`config.mk`:
```
export PLATFORM = sky130hd
export DESIGN_NAME = r88_alu_seq
export DESIGN_NICKNAME = d
export VERILOG_FILES = /design/src/rtl/r88_pkg.sv /design/src/rtl/r88_alu_seq.sv
export SDC_FILE = /design/constraint.sdc
export NUM_CORES = 1
export LEC_CHECK = 0
export CAP_MARGIN = 25
export CORE_ASPECT_RATIO = 0.9
export CORE_MARGIN = 2
export CORE_UTILIZATION = 50
export DETAILED_ROUTE_END_ITERATION = 10
export GPL_TIMING_DRIVEN = 1
export MAX_ROUTING_LAYER = met4
export PLACE_DENSITY = 0.85
export SLEW_MARGIN = 20
export SYNTH_ARGS = -nofsm -noshare
export SYNTH_HDL_FRONTEND = slang
export SYNTH_SLANG_ARGS = --single-unit
```
`constraint.sdc`:
```
create_clock -name sysClock -period 3.3 [get_ports sysClock]
set_input_delay 0.99 -clock sysClock [delete_from_list [all_inputs] [get_ports sysClock]]
set_output_delay 0.99 -clock sysClock [all_outputs]
set_load 0.1 [all_outputs]
```
`src/rtl/r88_pkg.sv`:
```
// Shared definitions for the r88 ALU sequencer: state encoding, flag layout,
// ALU operation codes and the arithmetic-class test used for carry chaining.
package r88_pkg;

  typedef enum logic [1:0] {
    ST_IDLE = 2'd0,
    ST_LO   = 2'd1,
    ST_HI   = 2'd2,
    ST_RESP = 2'd3
  } seqState_t;

  localparam int FLAG_C = 2;
  localparam int FLAG_Z = 1;
  localparam int FLAG_N = 0;

  localparam logic [2:0] OP_ADD = 3'd0;
  localparam logic [2:0] OP_SUB = 3'd1;
  localparam logic [2:0] OP_AND = 3'd2;
  localparam logic [2:0] OP_OR  = 3'd3;
  localparam logic [2:0] OP_XOR = 3'd4;

  // Only ADD/SUB class ops propagate a carry/borrow into the high byte.
  function automatic logic isArith(input logic [2:0] op);
    return (op == OP_ADD) || (op == OP_SUB);
  endfunction

  function automatic logic [2:0] packFlags(input logic c, input logic z, input logic n);
    logic [2:0] f;
    f         = '0;
    f[FLAG_C] = c;
    f[FLAG_Z] = z;
    f[FLAG_N] = n;
    return f;
  endfunction

endpackage

```
`src/rtl/r88_alu_seq.sv`:
```
// Initiator side of the r88_alu interface: sequences 8/16-bit ALU requests
// byte by byte over the shared result bus and owns the C/Z/N flag register.
module r88_alu_seq
  import r88_pkg::*;
#(
  parameter int SETTLE_CYCLES = 1
) (
  input  logic        sysClock,
  input  logic        sysResetN,
  input  logic        reqValid,
  output logic        reqReady,
  input  logic [2:0]  reqOp,
  input  logic        reqWide,
  input  logic        reqUseCarry,
  input  logic        reqInv,
  input  logic        reqDec,
  input  logic        reqRightSel,
  input  logic [15:0] reqLeft,
  input  logic [15:0] reqRight,
  output logic [7:0]  regLeft,
  output logic [7:0]  regRight,
  output logic [2:0]  aluOp,
  output logic        carryIn,
  output logic        carryInEn,
  output logic        invOut,
  output logic        decMode,
  output logic        rightSel,
  output logic        aluDrive,
  input  logic [7:0]  intD,
  input  logic        carryOut,
  output logic        respValid,
  input  logic        respReady,
  output logic [15:0] respData,
  output logic [2:0]  flags,
  input  logic        flagLoad,
  input  logic [2:0]  flagIn
);

  localparam int CNT_W = (SETTLE_CYCLES > 1) ? $clog2(SETTLE_CYCLES) : 1;
  localparam logic [CNT_W-1:0] CNT_LAST = CNT_W'(SETTLE_CYCLES - 1);

  seqState_t        state, nextState;
  logic [CNT_W-1:0] settleCnt;
  logic             lastSettle;

  logic [2:0]  opReg;
  logic        wideReg, useCarryReg, invReg, decReg, rightSelReg;
  logic [15:0] leftReg, rightReg;
  logic        carrySnap;
  logic [7:0]  loResult;
  logic        loCarry;
  logic [15:0] respReg;
  logic [2:0]  flagReg;

  assign lastSettle = (settleCnt == CNT_LAST);
  assign respData   = respReg;
  assign flags      = flagReg;

  always_ff @(posedge sysClock or negedge sysResetN) begin
    if (!sysResetN) begin
      state       <= ST_IDLE;
      settleCnt   <= '0;
      opReg       <= '0;
      wideReg     <= 1'b0;
      useCarryReg <= 1'b0;
      invReg      <= 1'b0;
      decReg      <= 1'b0;
      rightSelReg <= 1'b0;
      leftReg     <= '0;
      rightReg    <= '0;
      carrySnap   <= 1'b0;
      loResult    <= '0;
      loCarry     <= 1'b0;
      respReg     <= '0;
      flagReg     <= '0;
    end else begin
      state <= nextState;

      if ((state == ST_LO) || (state == ST_HI))
        settleCnt <= lastSettle ? '0 : settleCnt + 1'b1;
      else
        settleCnt <= '0;

      if ((state == ST_IDLE) && reqValid) begin
        opReg       <= reqOp;
        wideReg     <= reqWide;
        useCarryReg <= reqUseCarry;
        invReg      <= reqInv;
        decReg      <= reqDec;
        rightSelReg <= reqRightSel;
        leftReg     <= reqLeft;
        rightReg    <= reqRight;
        carrySnap   <= flagReg[FLAG_C];
      end

      if ((state == ST_LO) && lastSettle) begin
        loResult <= intD;
        loCarry  <= carryOut;
      end

      // The sequencer's own flag update on RESP entry takes priority over flagLoad.
      if ((state == ST_LO) && lastSettle && !wideReg) begin
        respReg <= {8'h00, intD};
        flagReg <= packFlags(carryOut, intD == 8'h00, intD[7]);
      end else if ((state == ST_HI) && lastSettle) begin
        respReg <= {intD, loResult};
        flagReg <= packFlags(carryOut, {intD, loResult} == 16'h0000, intD[7]);
      end else if (flagLoad) begin
        flagReg <= flagIn;
      end
    end
  end

  always_comb begin
    nextState = state;
    reqReady  = 1'b0;
    respValid = 1'b0;
    regLeft   = '0;
    regRight  = '0;
    aluOp     = '0;
    carryIn   = 1'b0;
    carryInEn = 1'b0;
    invOut    = 1'b0;
    decMode   = 1'b0;
    rightSel  = 1'b0;
    aluDrive  = 1'b0;

    case (state)
      ST_IDLE: begin
        reqReady = 1'b1;
        if (reqValid) nextState = ST_LO;
      end
      ST_LO: begin
        regLeft   = leftReg[7:0];
        regRight  = rightReg[7:0];
        aluOp     = opReg;
        invOut    = invReg;
        decMode   = decReg;
        rightSel  = rightSelReg;
        aluDrive  = 1'b1;
        carryInEn = useCarryReg;
        carryIn   = carrySnap;
        if (lastSettle) nextState = wideReg ? ST_HI : ST_RESP;
      end
      ST_HI: begin
        regLeft   = leftReg[15:8];
        regRight  = rightReg[15:8];
        aluOp     = opReg;
        invOut    = invReg;
        decMode   = decReg;
        rightSel  = rightSelReg;
        aluDrive  = 1'b1;
        carryInEn = isArith(opReg);
        carryIn   = loCarry;
        if (lastSettle) nextState = ST_RESP;
      end
      ST_RESP: begin
        respValid = 1'b1;
        if (respReady) nextState = ST_IDLE;
      end
      default: nextState = ST_IDLE;
    endcase
  end

endmodule

```
=== After elaboration in Yosys (flattened, before gate mapping) ===
Cells that the tools add are included.

* Add/subtract/negate cells: 1
* Equal/unequal tests: 8
* Mux-type cells: 24
* Bitwise gates (word level): 1
* Reductions and logical operators: 15

{| class="wikitable"
|+ Operators with widths
! kind !! number
|-
| 16-bit two-way mux || 2
|-
| 8-bit one-hot mux with 2 select lines || 2
|-
| 16-bit zero test || 1
|-
| 3-bit two-way mux || 4
|-
| 1-bit two-way mux || 9
|-
| 8-bit zero test || 1
|-
| 2-bit two-way mux || 4
|-
| 2-bit inequality test, second input constant || 4
|-
| 2-bit one-hot mux with 4 select lines || 1
|-
| 2-bit equality test, second input constant || 2
|-
| 1-bit logical AND || 4
|-
| 1-bit one-hot mux with 2 select lines || 2
|-
| 4-bit AND reduction || 1
|-
| 3-bit by 1-bit equality test with 1-bit output, second input constant || 1
|-
| 3-bit zero test || 1
|-
| 3-bit nonzero test || 1
|-
| 2-bit by 1-bit equality test with 1-bit output, second input constant || 1
|-
| 2-bit zero test || 1
|-
| 1-bit logical OR || 2
|-
| 2-bit nonzero test || 1
|-
| 2-bit OR reduction || 1
|-
| 1-bit adder, second input constant || 1
|-
| 1-bit zero test || 1
|-
| 1-bit NOT || 1
|}

* Bits in registers: 72
* Input port bits: 57
* Output and inout bits: 46
* Word-level logic and storage cells: 64

=== Logic depth before layout (Yosys ltp) ===
* Word-level depth: 4
* Mapped depth: 8
* Mapped depth without buffers: 5

=== Least setup slack after synthesis ===
No wires, ideal clock.

* Kind: flip-flop to output port
* Start point: register state[0]
* End point: output regLeft[0]
* Data arrival time: 3002 ps
* Data required time: 2310 ps
* Path slack: -692 ps
* Stages on the path, launching flop included: 5
* Buffers on the path: 1
* Cell sequence: dfrtp_1 -> inv_1 -> ha_1 -> clkbuf_1 -> nor2b_1

* Cells in the longest elaborated chain, start to end: 2
* Elaborated cells between the ends (all ways): 3
* Those cells by class: eq/ne: 2; mux: 1

{| class="wikitable"
|+ Ends and longest elaborated chain
! item !! line !! source
|-
| from (decl) || r88_alu_seq.sv:42 || <nowiki>seqState_t state, nextState;</nowiki>
|-
| from (signal assigned) || r88_alu_seq.sv:77 || <nowiki>state <= nextState;</nowiki>
|-
| 2-bit equality test / 2-bit by 1-bit equality test with 1-bit output (equally long branches) || r88_alu_seq.sv:128 || <nowiki>case (state)</nowiki>
|-
| 8-bit one-hot mux with 2 select lines (*) || r88_alu_seq.sv:128 ||
|-
| to (decl) || r88_alu_seq.sv:20 || <nowiki>output logic [7:0] regLeft,</nowiki>
|}

Mark *: on every way between the ends. The rest lies on a longest branch, timed or not.

=== Worst setup path after layout ===
* Start point: register state[0]
* End point: output regLeft[1]

Same word-level chain as after synthesis.

==> results.json <==
{
  "status": "completed",
  "wl_per_cell_um": 16.3,
  "first_pass_iters": 4,
  "cts_resized": 0,
  "min_period_over_period_pct": 89.1,
  "worstPathRequired_ns": 2.31,
  "skew_ns": 0.0109,
  "cts.sinks": 71,
  "grt_first_pass_wirelength_mm": 11.3,
  "r2r_setup_slack_ns": 1.24,
  "slowest_delay_ns": 0.47,
  "clock_path_buffers": 2,
  "vias": 2347,
  "cts_made_buffers": 9,
  "yosys.cell_types.count": 23,
  "fin_ws_ns": 0.359,
  "critPathMaxFanout": 19,
  "arrival_ns": 1.95,
  "start_util_pct": 52.2,
  "die_x_um": 88.9,
  "final_layout_size_suffix_gt1_share_pct": 41.2,
  "synth_nets": 313,
  "slew_headroom_pct": 61.5,
  "setup_violations": 0,
  "drt-initial-drc-count": 85,
  "crit_end": "regLeft[1]",
  "crit_start": "state[0]",
  "viasPerCell": 5.29,
  "busiest_layer": "met2",
  "fmax_ghz": 0.340,
  "grtUsageMet2_pct": 35.4,
  "drv_slew": 0,
  "h-tree-depth": 3,
  "synth_cells": 251,
  "r2r-start": "state[0]",
  "hp-start": "decReg",
  "reg2reg_depth": 6,
  "antenna_found_initial": 0,
  "clock_latency_ns": 0.34,
  "critPathBufInv": 2,
  "synth_edf_count": 0,
  "cp-end-kind": "primary output",
  "multiInputGateArea_mm2": 0.00139,
  "cp-start-kind": "register",
  "ys_seq_elements": 71,
  "syn_area_per_cell_um2": 12.9,
  "cts-root-buf": "clkbuf_8",
  "place_hpwl_mm": 5.26,
  "synthArstFlopShare_pct": 100,
  "nFillCells": 428,
  "max-cap-violations": 0,
  "grt_pass1_vias": 2350,
  "grt_overflow": 0,
  "synth_top_cell_by_area": "dfrtp_1",
  "cts_setup_buffers": 0,
  "clkSlewWorstSetupHoldPaths_ns": 0.07,
  "grtUsageMet3_pct": 4.21,
  "dp.cells": 430,
  "wirelength_mm": 7.25,
  "area_growth_pct": 45.5,
  "grt_util_met1_pct": 27.2,
  "grt_start_max_net_pins": 42,
  "finalNetCount": 416,
  "rows": 27,
  "yosysSeqAreaShare_pct": 54.7,
  "critPathSlowestCell": "ha_2",
  "worstMarginPinSlew_ns": 0.576,
  "diodes": 0,
  "critical_path_class": "reg2out",
  "stdcell_count": 444,
  "r2r-end": "flags[1]",
  "netlist.area_leader.share_pct": 54.7,
  "dp_slack_ns": 0.516,
  "cp_top_family": "adder cells",
  "ios": 103,
  "track_usage_pct": 21.8,
  "cp_num_cells": 5,
  "drc": 0,
  "rsz0062_at_grt": "false",
  "hold_buffers": 0,
  "min_path_type": "reg2reg",
  "synth.area.top_cells": "dfrtp_1 (55%), mux2_2 (18%), mux2i_1 (6.2%), a22oi_1 (4.2%), nor2b_1 (3.5%)",
  "gp_congestion": 0.790,
  "die_y_um": 80.5,
  "die-area_mm2": 0.00716,
  "seqCellArea_mm2": 0.00178,
  "hold_viol_final": 0,
  "fin_tns_setup_ns": 0,
  "core_area_mm2": 0.00622,
  "portBuffers": 102,
  "cts_tree": "yes",
  "yosysWarnings": 0,
  "fin_crit_ns": 2.94,
  "synth_flop_cell": "dfrtp_1",
  "final_antenna_net_count": 0,
  "synth_area_mm2": 0.00325,
  "crit_chain": "inv_1 > ha_2 > a22oi_1 > nor2b_2 > buf_12",
  "fin_hold_ws_ns": 0.502
}
## final cells by class
type,count,area share [%]
Tap cell,87,2.30
Inverter,4,0.318
Multi-Input combinational cell,160,29.5
Timing Repair Buffer,108,26.6
Clock buffer,11,3.20
Clock inverter,3,0.424
Sequential cell,71,37.6
## sequential cells by signal (all words and copies together), names as in the netlist
name and cells:
rightReg 16, respData 16, invReg 1, useCarryReg 1
wideReg 1, carrySnap 1, flags 3, decReg 1
loCarry 1, opReg 3, state 2, leftReg 16
loResult 8, rightSelReg 1
## cell usage in the layout, fill, tap and decap left out, drive strengths merged, types with 10 or more instances in the layout
cell type / count
dfrtp: 71
clkdlybuf4s50: 55
buf: 53
mux2: 51
mux2i: 20
nor2b: 19
a22oi: 18
o21ai: 12
clkbuf: 11
nor2: 10
nand2: 10
## stage by stage
step                      utilization, %  cell area [um^2]
after floorplan                        -              3300
after global placement              73.2              4550
after detailed placement            73.2              4550
after CTS                           76.0              4720
after global routing                76.0              4720
final                               76.0              4720
## synth_stat cells, types with 3 or more instances
cell type and count:
inv_1 4, o21ai_0 8, buf_2 4, and2_1 6
o21ai_1 4, ha_1 5, buf_4 3, nor2b_1 18
nand2_1 10, buf_6 6, dfrtp_1 71, nor2_1 10
a22oi_1 18, mux2_2 51, mux2i_1 20, clkbuf_1 3
## worst reg2reg max path, cell delays in order (launching register included)
cell and delay, ns:
dfrtp_1 0.40, inv_1 0.14, ha_2 0.47, buf_4 0.41, nor4b_2 0.30, a31oi_1 0.13, o22ai_1 0.15
## layer usage
layer | routed length (um) | share of wire, % | up-vias
met3 | 274 | 3.8 | 9
met2 | 3840 | 53 | 58
li1 | - | - | 1084
met1 | 3030 | 42 | 1196
met4 | 112 | 1.5 | 0
met5 | 0 | 0 | -
## worst min path at each step
stage                     cells after the start  slack [ns]           end
after global placement                        1        0.48        decReg
after global routing                          1        0.52  rightReg[12]
after floorplan                               1        0.47        decReg
after CTS                                     1        0.50      opReg[0]
after detailed placement                      1        0.49      opReg[0]
final                                         1        0.50        decReg
## cell families after synthesis
group / count (synthesis) / share of synthesized area (%)
flops: 71 / 54.7
buf+inv: 20 / 4.20
compound gates: 33 / 6.59
fa+ha+maj: 5 / 1.93
mux: 71 / 23.9
simple gates: 51 / 8.71
Power is left out: the tool's default activity adds up to more than one toggle a clock period on the data nets, which glitch-free logic cannot reach.
